$ cat src/rtl/phy_pkg.sv
`default_nettype none
// ============================================================================
//  Module      : phy_pkg
//  Description : Shared PHY definitions: comma symbol used by the transmit
//                serializer and receive aligner, and receive FSM encoding.
//  Revision    : 1.0 - initial release
// ============================================================================
package phy_pkg;

  // Alignment / idle symbol shared by both link directions
  localparam logic [7:0] PHY_COMMA = 8'hBC;

  // Receive aligner state encoding
  localparam logic [1:0] RX_SEARCH = 2'd0;
  localparam logic [1:0] RX_COUNT  = 2'd1;
  localparam logic [1:0] RX_ACTIVE = 2'd2;

endpackage
`default_nettype wire

$ cat src/rtl/phy_rx_shift8.sv
`default_nettype none
// ============================================================================
//  Module      : phy_rx_shift8
//  Description : 8-bit receive shift register. Exposes the value the register
//                takes on the coming edge and whether that value is a comma.
//  Revision    : 1.0 - initial release
// ============================================================================
module phy_rx_shift8
  import phy_pkg::*;
#(
  parameter logic [7:0] COMMA = PHY_COMMA
) (
  input  logic       clk,
  input  logic       reset,
  input  logic       i_data,
  output logic [7:0] o_next_sr,
  output logic       o_comma_match
);

  logic [7:0] r_sr;

  // Serial data arrives MSB first, so new bits enter at the LSB end
  assign o_next_sr     = {r_sr[6:0], i_data};
  assign o_comma_match = (o_next_sr == COMMA);

  // Shift every cycle regardless of alignment state
  always_ff @(posedge clk or posedge reset) begin
    if (reset) begin
      r_sr <= 8'h00;
    end else begin
      r_sr <= o_next_sr;
    end
  end

endmodule
`default_nettype wire

$ cat src/rtl/phy_rx_serial_align.sv
`default_nettype none
// ============================================================================
//  Module      : phy_rx_serial_align
//  Description : Serial-to-parallel receive aligner for one PHY lane. Finds
//                byte alignment on the comma symbol, locks after LOCK_COUNT
//                aligned commas, then delivers bytes with commas as idle.
//                Optional macro RX_RESYNC_EN: a misaligned comma seen while
//                ACTIVE drops lock and restarts counting on the new phase.
//  Revision    : 1.0 - initial release
// ============================================================================
module phy_rx_serial_align
  import phy_pkg::*;
#(
  parameter logic [7:0]  COMMA      = PHY_COMMA, // must be nonzero
  parameter int unsigned LOCK_COUNT = 4          // legal range 1..15
) (
  input  logic       clk,
  input  logic       reset,
  input  logic       data_in,
  output logic [7:0] data_out,
  output logic       valid_out,
  output logic       byte_strobe,
  output logic       active
);

  localparam logic [4:0] c_lock_count = 5'(LOCK_COUNT);

  logic [1:0] r_state;
  logic [2:0] r_phase;
  logic [3:0] r_cnt;
  logic [7:0] r_data;
  logic       r_valid;
  logic       r_strobe;

  logic [7:0] w_next_sr;
  logic       w_match;
  logic       w_boundary;
  logic [4:0] w_cnt_inc;

  phy_rx_shift8 #(
    .COMMA (COMMA)
  ) u_shift (
    .clk           (clk),
    .reset         (reset),
    .i_data        (data_in),
    .o_next_sr     (w_next_sr),
    .o_comma_match (w_match)
  );

  assign w_boundary = (r_phase == 3'd7);
  // Widened so the lock comparison cannot wrap at LOCK_COUNT=15
  assign w_cnt_inc  = {1'b0, r_cnt} + 5'd1;

  assign data_out    = r_data;
  assign valid_out   = r_valid;
  assign byte_strobe = r_strobe;
  assign active      = (r_state == RX_ACTIVE);

  // Alignment FSM with phase/lock counters and byte output registers
  always_ff @(posedge clk or posedge reset) begin
    if (reset) begin
      r_state  <= RX_SEARCH;
      r_phase  <= 3'd0;
      r_cnt    <= 4'd0;
      r_data   <= 8'h00;
      r_valid  <= 1'b0;
      r_strobe <= 1'b0;
    end else begin
      r_strobe <= 1'b0;
      case (r_state)
        RX_SEARCH: begin
          if (w_match) begin
            r_cnt   <= 4'd1;
            r_phase <= 3'd0;
            r_state <= (c_lock_count == 5'd1) ? RX_ACTIVE : RX_COUNT;
          end
        end
        RX_COUNT: begin
          r_phase <= r_phase + 3'd1;
          // Commas off the byte grid are ignored while counting
          if (w_boundary) begin
            if (w_match) begin
              r_cnt <= w_cnt_inc[3:0];
              // >= lets a LOCK_COUNT of 1 relock after a resync
              if (w_cnt_inc >= c_lock_count) begin
                r_state <= RX_ACTIVE;
              end
            end else begin
              r_cnt   <= 4'd0;
              r_state <= RX_SEARCH;
            end
          end
        end
        RX_ACTIVE: begin
          r_phase <= r_phase + 3'd1;
          if (w_boundary) begin
            r_strobe <= 1'b1;
            if (w_match) begin
              r_valid <= 1'b0;
            end else begin
              r_data  <= w_next_sr;
              r_valid <= 1'b1;
            end
          end
`ifdef RX_RESYNC_EN
          else if (w_match) begin
            // Comma on a new phase: drop lock and count on that phase
            r_state <= RX_COUNT;
            r_cnt   <= 4'd1;
            r_phase <= 3'd0;
            r_valid <= 1'b0;
          end
`endif
        end
        default: begin
          r_state <= RX_SEARCH;
          r_cnt   <= 4'd0;
        end
      endcase
    end
  end

endmodule
`default_nettype wire

$ cat config.mk
export PLATFORM = sky130hd
export DESIGN_NAME = phy_rx_serial_align
export DESIGN_NICKNAME = d
export VERILOG_FILES = /design/src/rtl/phy_pkg.sv /design/src/rtl/phy_rx_shift8.sv /design/src/rtl/phy_rx_serial_align.sv
export SDC_FILE = /design/constraint.sdc
export NUM_CORES = 1
export LEC_CHECK = 0
export BUFFER_PORTS_ARGS = -buffer_cell sky130_fd_sc_hd__buf_2
export CORE_MARGIN = 2
export CORE_UTILIZATION = 41
export CTS_CLUSTER_DIAMETER = 60
export DETAILED_ROUTE_END_ITERATION = 6
export MAX_ROUTING_LAYER = met4
export PLACE_DENSITY_LB_ADDON = 0.2
export SYNTH_ARGS = -nofsm -noshare
export SYNTH_HDL_FRONTEND = slang
export SYNTH_SLANG_ARGS = --single-unit
$ cat constraint.sdc
create_clock -name clk -period 2 [get_ports clk]
set_input_delay 0.1 -clock clk [delete_from_list [all_inputs] [get_ports clk]]
set_output_delay 0.1 -clock clk [all_outputs]
set_load 0.03 [all_outputs]
==> reports/qor.yml, run 1 <==
outcome:
  status: "completed"
routing:
  wire_per_inst_microns: 13.0
  drcViolationCount: 0
  wl_met3_microns: 42
  ant_nets: 0
  first_pass_iters: 2
  vias: 742
  wl_met2_microns: 934
  routed_wl_mm: 1.88
  drt-met1-wl_microns: 866
  drt_iter0_drc: 8
  highest_layer: "met4"
  vias_per_cell: 5.12
min_path:
  holdCritPathClass: "primary input to async pin"
pwr:
  pwr-share-comb_pct: 22.3
  seqPwrFrac_pct: 49.3
  switching_power_mw: 0.364
  power_frac_clock_pct: 28.4
  intPower_mw: 0.912
  leakagePower_nw: 0.668
  p_sw_share_pct: 28.5
  powerDensity_nw_per_um2: 942
  vdd_drop_max_v: 0.000532
timing:
  worstMarginPinSlew_ns: 0.420
  final-max-slew-violation-count: 0
  max-slew-margin-rel_pct: 72.0
  postLayoutSetupSlackWorst_ns: 0.217
  fin_setup_tns_ns: 0
  fin_crit_ns: 1.78
  fin_crit_sh_pct: 89.2
  max_freq_ghz: 0.561
  hold_viol: 0
  setup_viol: 0
  rsz0062_at_grt: "no"
  holdWs_ns: 0.343
  fin_worst_skew_ns: 0.00448
logic_synthesis:
  yosys.area.top_type: "dfrtp_1"
  synth_top_area_share_pct: 56.0
  seq_area_frac_synth_pct: 56.0
  yosys_warnings: 0
  syn_avg_cell_area_sq_um: 12.5
  synthCells: 93
  synth_area_leaders: "dfrtp_1, mux2_2, ha_1"
  synthesis.nets: 104
  syn_area_sq_um: 1160
  ys_ff_latch: 26
  yosysUniqueCellTypes: 25
placed_design:
  dpl_worst_slack_ns: 0.215
  hpwl_mm: 1.43
  place.gp.congestion: 0.724
  io_buffers: 13
clocking:
  cts_setup_buffers: 0
  cts_tree: "done"
  numCtsBuffers: 3
  cts_buffer_depth: 2
  insertion_delay_ns: 0.32
  clock-root-buffer: "clkbuf_4"
  path_clk_slew_ns: 0.14
  h-tree-depth: 1
  cts_sinks: 26
grt:
  grt_pass1_vias: 738
  grt_max_degree: 27
  antenna_found_initial: 0
  grt_pass1_wl_mm: 3.26
  grt_overflow: 0
  gr-usage-all-layers_pct: 13.4
floorplanning:
  core_sq_um: 2730
  die_w_microns: 57.2
  rows: 19
  die_area_sq_um: 3280
  start_util_pct: 42.5
  io_pins: 14
  die_y_microns: 57.2
setup_path:
  rrSetupSlack_ns: 0.22
  startpoint: "r_state[0]"
  crit_end: "data_out[4]"
  timing_worst_setup_path_type: "register to register"
  ff2ff_path_depth: 5
  reg2reg_to: "data_out[4]"
  crit_arrival_ns: 2.01
  critPathMaxFanout: 9
  worstPathRequired_ns: 2.22
  timing.rr.start: "r_state[0]"
  endpoint_kind: "register"
  start_kind: "register"
layout:
  insertedDiodeCount: 0
  nets: 126
  finish.utilization_pct: 49.5
  drive_gt1_share_pct: 28.9
  layout_common_cells: "dfrtp_1, buf_2, nand2_1, mux2_2"
  areaGrowthSynthToFinish_pct: 16.5
  fill_cells: 247
  final_common_cell: "dfrtp_1"
job:
  drv_cap: 0
[area by class of cell]
| type | count | area, sq um | share of cell area, % |
|---|---|---|---|
| Multi-Input combinational cell | 59 | 482 | 35.6 |
| Clock buffer | 3 | 22.5 | 1.66 |
| Clock inverter | 1 | 30.0 | 2.22 |
| Tap cell | 31 | 38.8 | 2.87 |
| Timing Repair Buffer | 17 | 100 | 7.39 |
| Sequential cell | 26 | 651 | 48.1 |
| Inverter | 8 | 30.0 | 2.22 |
[registers in the layout (all words and copies together) (netlist names)]
signal / flops
r_phase: 3
u_shift.r_sr: 7
valid_out: 1
r_cnt: 4
r_state: 2
byte_strobe: 1
data_out: 8
[how the worst min path moves through the flow]
stage          startpoint               to  slack [ns]  depth (start not counted)
2_1_floorplan     data_in  u_shift.r_sr[0]        0.13                          0
3_3_place_gp        reset      data_out[3]        0.17                          3
3_5_place_dp        reset      data_out[4]        0.18                          3
4_1_cts             reset      data_out[7]        0.35                          4
5_1_grt             reset  u_shift.r_sr[3]        0.37                          4
6_report            reset      data_out[6]        0.34                          4
[per-layer routing]
layer	vias to the layer above	GRT usage (%)
met1	370	16.4
met5	-	-
met4	0	6.98
li1	361	-
met3	4	2.04
met2	7	21.5
[repair_timing]
| action | CTS | global route |
|---|---|---|
| gates resized for setup | 0 | 0 |
| hold buffers | 2 | 0 |
| hold endpoints to repair | 27 | 0 |
[power groups by stage]
stage / logic (mW) / clock network (mW) / registers [mW]
after floorplan: 0.217 / 0 / 0.632
after global placement: 0.282 / 0 / 0.637
after detailed placement: 0.286 / 0 / 0.641
after CTS: 0.290 / 0.376 / 0.630
after global routing: 0.329 / 0.390 / 0.638
final: 0.284 / 0.363 / 0.629
[logic make-up after synthesis]
group | share of synthesized area (%)
buf+inv | 2.58
simple gates | 13.5
mux | 10.5
compound gates | 8.83
fa+ha+maj | 8.61
flops | 56.0
[synthesized netlist by cell type]
master / count
nand2_1: 9
inv_1: 8
or2_4: 1
nand4bb_4: 1
a31oi_1: 1
o21ai_0: 5
a21oi_1: 4
mux2_1: 1
nand4b_4: 1
nor2_2: 1
o2bb2ai_1: 1
a21o_1: 1
o21ai_1: 1
mux2i_1: 1
dfrtp_1: 26
ha_1: 8
o211ai_1: 1
nor2b_1: 1
nand3_1: 4
nand4_1: 1
and2_1: 2
o21bai_1: 1
nor2_1: 3
a221oi_2: 1
mux2_2: 9
[per-stage QoR]
stage	instances	instance area [sq um]	power, mW
after floorplan	93	1160	0.850
after global placement	139	1280	0.919
after detailed placement	139	1280	0.927
after CTS	145	1350	1.30
after global routing	145	1350	1.36
final	145	1350	1.28
[worst max-delay path, cell delays in order (launching register included)]
cell and delay (ns):
dfrtp_1 0.44, inv_1 0.09, ha_1 0.26, nand2_1 0.14, nor2_2 0.36, mux2_2 0.39
Power figures use the tool's default switching activity.
==> run 2, diff against run 1 <==
- CORE_MARGIN: 2 -> default
==> reports/qor.yml, run 2 (synthesis gave the netlist of run 1 again) <==
outcome:
  status: "completed"
setup_path:
  endpoint_kind: "register"
  ff2ff_path_depth: 6
  rrSetupSlack_ns: 0.26
  reg2reg_to: "r_state[0]"
  start_kind: "register"
  startpoint: "r_cnt[0]"
  worstPathRequired_ns: 2.20
  critPathMaxFanout: 6
  timing_worst_setup_path_type: "register to register"
  crit_arrival_ns: 1.94
  timing.rr.start: "r_cnt[0]"
grt:
  grt_max_degree: 15
  globalRouteMet3Util_pct: 5.39
  grt_pass1_vias: 729
  grt_overflow: 0
  antenna_found_initial: 0
  gr-usage-all-layers_pct: 14.0
  grt_pass1_wl_mm: 3.26
  use_met1_pct: 17.0
  grt_util_met2_pct: 21.9
  top_usage_layer: "met2"
layout:
  layout_common_cells: "dfrtp_1, buf_2, nand2_1, mux2_2"
  nets: 127
  finish.utilization_pct: 51.8
  largest_reg_flops: 8
  final_common_cell: "dfrtp_1"
  drive_gt1_share_pct: 28.9
  areaGrowthSynthToFinish_pct: 14.4
  insertedDiodeCount: 0
timing:
  setup_viol: 0
  max_freq_ghz: 0.574
  fin_setup_tns_ns: 0
  fin_crit_sh_pct: 87.1
  worstMarginPinSlew_ns: 0.462
  final-max-slew-violation-count: 0
  fin_worst_skew_ns: 0.00593
  rsz0062_at_grt: "no"
  hold_viol: 0
  max-slew-margin-rel_pct: 69.2
  fin_crit_ns: 1.74
floorplanning:
  rows: 18
  die_w_microns: 55.2
  core_sq_um: 2570
  start_util_pct: 45.3
  io_pins: 14
  die_y_microns: 55.2
  die_area_sq_um: 3050
placed_design:
  io_buffers: 13
  place.gp.congestion: 0.782
  hpwl_mm: 1.46
clocking:
  insertion_delay_ns: 0.31
  cts_buffer_depth: 2
  cts_tree: "done"
  cts_sinks: 26
  clock-root-buffer: "clkbuf_4"
  h-tree-depth: 1
  numCtsBuffers: 3
  path_clk_slew_ns: 0.12
  cts_resized: 0
pwr:
  leakagePower_nw: 0.659
  vdd_drop_max_v: 0.000562
  powerDensity_nw_per_um2: 845
routing:
  vias: 728
  vias_per_cell: 5.06
  drcViolationCount: 0
  drt_iter0_drc: 6
  routed_wl_mm: 1.83
  ant_nets: 0
  first_pass_iters: 2
  wire_per_inst_microns: 12.7
job:
  drv_cap: 0
min_path:
  holdCritPathClass: "primary input to async pin"
[run 2: where the power goes]
| group | switching [mW] | internal (mW) |
|---|---|---|
| sequential | 0.0516 | 0.580 |
| clock | 0.134 | 0.0704 |
| combinational | 0.158 | 0.129 |
[run 2: how the worst max path moves through the flow]
stage / to / slack (ns) / cells after the start
CTS: r_state[0] / 0.24 / 6
global route: r_cnt[2] / 0.15 / 8
global placement: r_state[0] / 0.28 / 5
finish: r_state[0] / 0.26 / 6
detailed placement: r_state[0] / 0.26 / 6
floorplan: r_state[0] / 0.22 / 6
[run 2: per-layer routing]
| layer | vias up | routed length (microns) |
|---|---|---|
| met1 | 352 | 842 |
| met2 | 11 | 900 |
| li1 | 363 | - |
| met3 | 2 | 70 |
| met5 | - | 0 |
| met4 | 0 | 21 |
[run 2: layout make-up]
type,count,area (sq um)
inverter,8,30.0
multi-input combinational,59,482
sequential,26,651
tap,30,37.5
fill,240,1240
timing repair buffer,18,108
clock buffer,3,22.5
[run 2: timing repair]
action | CTS | global route
hold buffers | 2 | 0
setup buffers | 0 | 0
hold endpoints to repair | 13 | 0
[run 2: worst max-delay path, cell delays in order (launching register included)]
cell and delay [ns]:
dfrtp_1 0.46, ha_1 0.26, and2_1 0.16, a21oi_1 0.17, o211ai_1 0.12, nor2b_1 0.16, mux2_1 0.32
[run 2: per-stage QoR]
stage | cell area [sq um] | total power, mW | setup WS (ns) | hold WS [ns] | cells
6_report | 1330 | 1.12 | 0.259 | 0.338 | 144
5_1_grt | 1330 | 1.21 | 0.150 | 0.359 | 144
4_1_cts | 1330 | 1.14 | 0.241 | 0.330 | 144
3_5_place_dp | 1290 | 0.930 | 0.261 | 0.137 | 139
3_3_place_gp | 1290 | 0.921 | 0.279 | 0.130 | 139
2_1_floorplan | 1160 | 0.850 | 0.220 | 0.131 | 93
==> run 3, diff against run 2 <==
- ABC_AREA: default -> 1
==> reports/qor.yml, run 3 <==
setup_path:
  start_kind: "register"
  cp_slowest_stage_delay_ns: 0.42
  critPathMaxFanout: 5
  worstPathRequired_ns: 2.22
  rrSetupSlack_ns: 0.44
  timing.rr.start: "r_phase[0]"
  crit_arrival_ns: 1.78
  reg2reg_to: "r_cnt[0]"
  ff2ff_path_depth: 8
  crit_path_top_delay_cell: "dfrtp_1"
  crit_cells: 8
  worst-path-buf-inv: 2
  timing_worst_setup_path_type: "register to register"
  path_cells: "ha_1 -> ha_1 -> o21ai_1 -> inv_1 -> nand2_2 -> nand2_1 -> o21ai_0 -> inv_1"
  endpoint_kind: "register"
  cp_top_family: "flip-flops"
logic_synthesis:
  synth_top_area_share_pct: 54.4
  synth_area_leaders: "dfrtp_1, nand2_1, ha_1"
  synth_edf_count: 0
  yosysMostFrequentCell: "nand2_1"
  synthesis.nets: 142
  synthCells: 131
  yosys_warnings: 0
  synth_commonest_cells: "nand2_1, dfrtp_1, inv_1, nand3_1, ha_1"
  ys_ff_latch: 26
  yosysUniqueCellTypes: 15
  syn_avg_cell_area_sq_um: 9.13
  yosys.area.top_type: "dfrtp_1"
  synth_ff_type: "dfrtp_1"
  seq_area_frac_synth_pct: 54.4
  async_reset_ff_share_pct: 100
  syn_area_sq_um: 1200
pwr:
  vdd_drop_max_v: 0.000691
  total_power_mw: 1.28
  powerDensity_nw_per_um2: 938
  leakagePower_nw: 0.737
floorplanning:
  core_sq_um: 2760
  die_y_microns: 56.0
  die_w_microns: 56.0
  die_area_sq_um: 3140
  rows: 19
  start_util_pct: 43.4
  io_pins: 14
layout:
  areaGrowthSynthToFinish_pct: 14.1
  layout_common_cells: "nand2_1, dfrtp_1, inv_1"
  largest_reg_flops: 8
  nets: 162
  final_common_cell: "nand2_1"
  drive_gt1_share_pct: 16.0
  insertedDiodeCount: 0
  fill_cells: 274
  finish.utilization_pct: 49.5
  fin_area_sq_um: 1370
  layout.cells.non_filler: 181
placed_design:
  place.gp.congestion: 0.738
  dp_cells: 175
  io_buffers: 13
  hpwl_mm: 1.51
  dpl_worst_slack_ns: 0.454
  placed_area_sq_um: 1290
clocking:
  cts_buffer_depth: 2
  cts_sinks: 26
  h-tree-depth: 1
  numCtsBuffers: 3
  clock-root-buffer: "clkbuf_4"
  insertion_delay_ns: 0.32
  path_clk_slew_ns: 0.15
  cts_tree: "done"
timing:
  rsz0062_at_grt: "no"
  max_freq_ghz: 0.641
  fin_crit_ns: 1.56
  fin_crit_sh_pct: 78.0
  fin_setup_tns_ns: 0
  setup_viol: 0
  max-slew-margin-rel_pct: 78.4
  final-max-slew-violation-count: 0
  fin_worst_skew_ns: 0.00694
  hold_viol: 0
  worstMarginPinSlew_ns: 0.324
  postLayoutSetupSlackWorst_ns: 0.440
  holdWs_ns: 0.355
routing:
  vias: 857
  ant_nets: 0
  routed_wl_mm: 2.02
  wire_per_inst_microns: 11.1
  vias_per_cell: 4.73
  first_pass_iters: 4
  drcViolationCount: 0
  drt_iter0_drc: 24
grt:
  gr-usage-all-layers_pct: 15.5
  grt_pass1_vias: 836
  grt_overflow: 0
  grt_max_degree: 27
  antenna_found_initial: 0
  grt_pass1_wl_mm: 3.66
job:
  drv_cap: 0
outcome:
  status: "completed"
min_path:
  holdCritPathClass: "primary input to async pin"
[run 3: changes by cell type after synthesis, moves of 2 or more]
cell | before | now
nand2_1 | 9 | 45
inv_1 | 8 | 17
mux2_2 | 9 | 0
nand3_1 | 4 | 9
a21oi_1 | 4 | 0
o21ai_1 | 1 | 4
and2_1 | 2 | 0
buf_6 | 0 | 2
nand2_2 | 0 | 2
nand2_4 | 0 | 2
nor3_1 | 0 | 2
o21ai_0 | 5 | 7
[run 3: area by class of cell]
cell class                 count  area, sq um  share of cell area [%]
clock buffer                   3         22.5                    1.65
clock inverter                 1         30.0                    2.20
inverter                      17         63.8                    4.67
multi-input combinational     86          459                    33.6
sequential                    26          651                    47.7
tap                           31         38.8                    2.84
timing repair buffer          17          100                    7.33
[run 3: kinds of logic after synthesis]
group	share of synthesized area [%]
AO/OA/AOI/OAI	6.59
adder cells (fa/ha/maj)	8.37
buffers and inverters	7.22
flip-flops	54.4
AND/OR/NAND/NOR	23.4
[run 3: where the power goes]
part | internal [mW] | leakage (nW) | switching (mW)
logic | 0.108 | 0.373 | 0.186
clock network | 0.203 | 0.0279 | 0.157
registers | 0.577 | 0.336 | 0.0491
[run 3: worst reg2reg max path, delay by kind of cell (launching register included)]
kind                     cells  cell delay [ns]
AO/OA/AOI/OAI                2             0.33
adder cells (fa/ha/maj)      2             0.41
buffers and inverters        2             0.15
flip-flops                   1             0.42
AND/OR/NAND/NOR              2             0.16
[run 3: what timing repair did]
action / CTS / global route
gates resized for setup: 0 / 0
endpoints found under the hold margin: 27 / 0
hold buffers: 2 / 0
buffers inserted: 0 / 0
[run 3: metal layers]
metal  global-route usage (%)  wire, microns  part of all wire [%]  vias up
met5                        -              0                     0        -
met2                     21.9            943                    47       10
met4                     6.27             25                   1.2        0
met1                     22.2           1010                    50      392
li1                         -              -                     -      453
met3                     2.79             40                   2.0        2
[run 3: worst max-delay path by stage]
stage                     startpoint     endpoint  slack, ns
after floorplan           r_state[0]  data_out[0]       0.45
after global placement    r_phase[0]     r_cnt[0]       0.51
after detailed placement  r_phase[0]     r_cnt[0]       0.45
after CTS                 r_phase[0]     r_cnt[0]       0.43
after global routing      r_phase[0]     r_cnt[0]       0.28
final                     r_phase[0]     r_cnt[0]       0.44
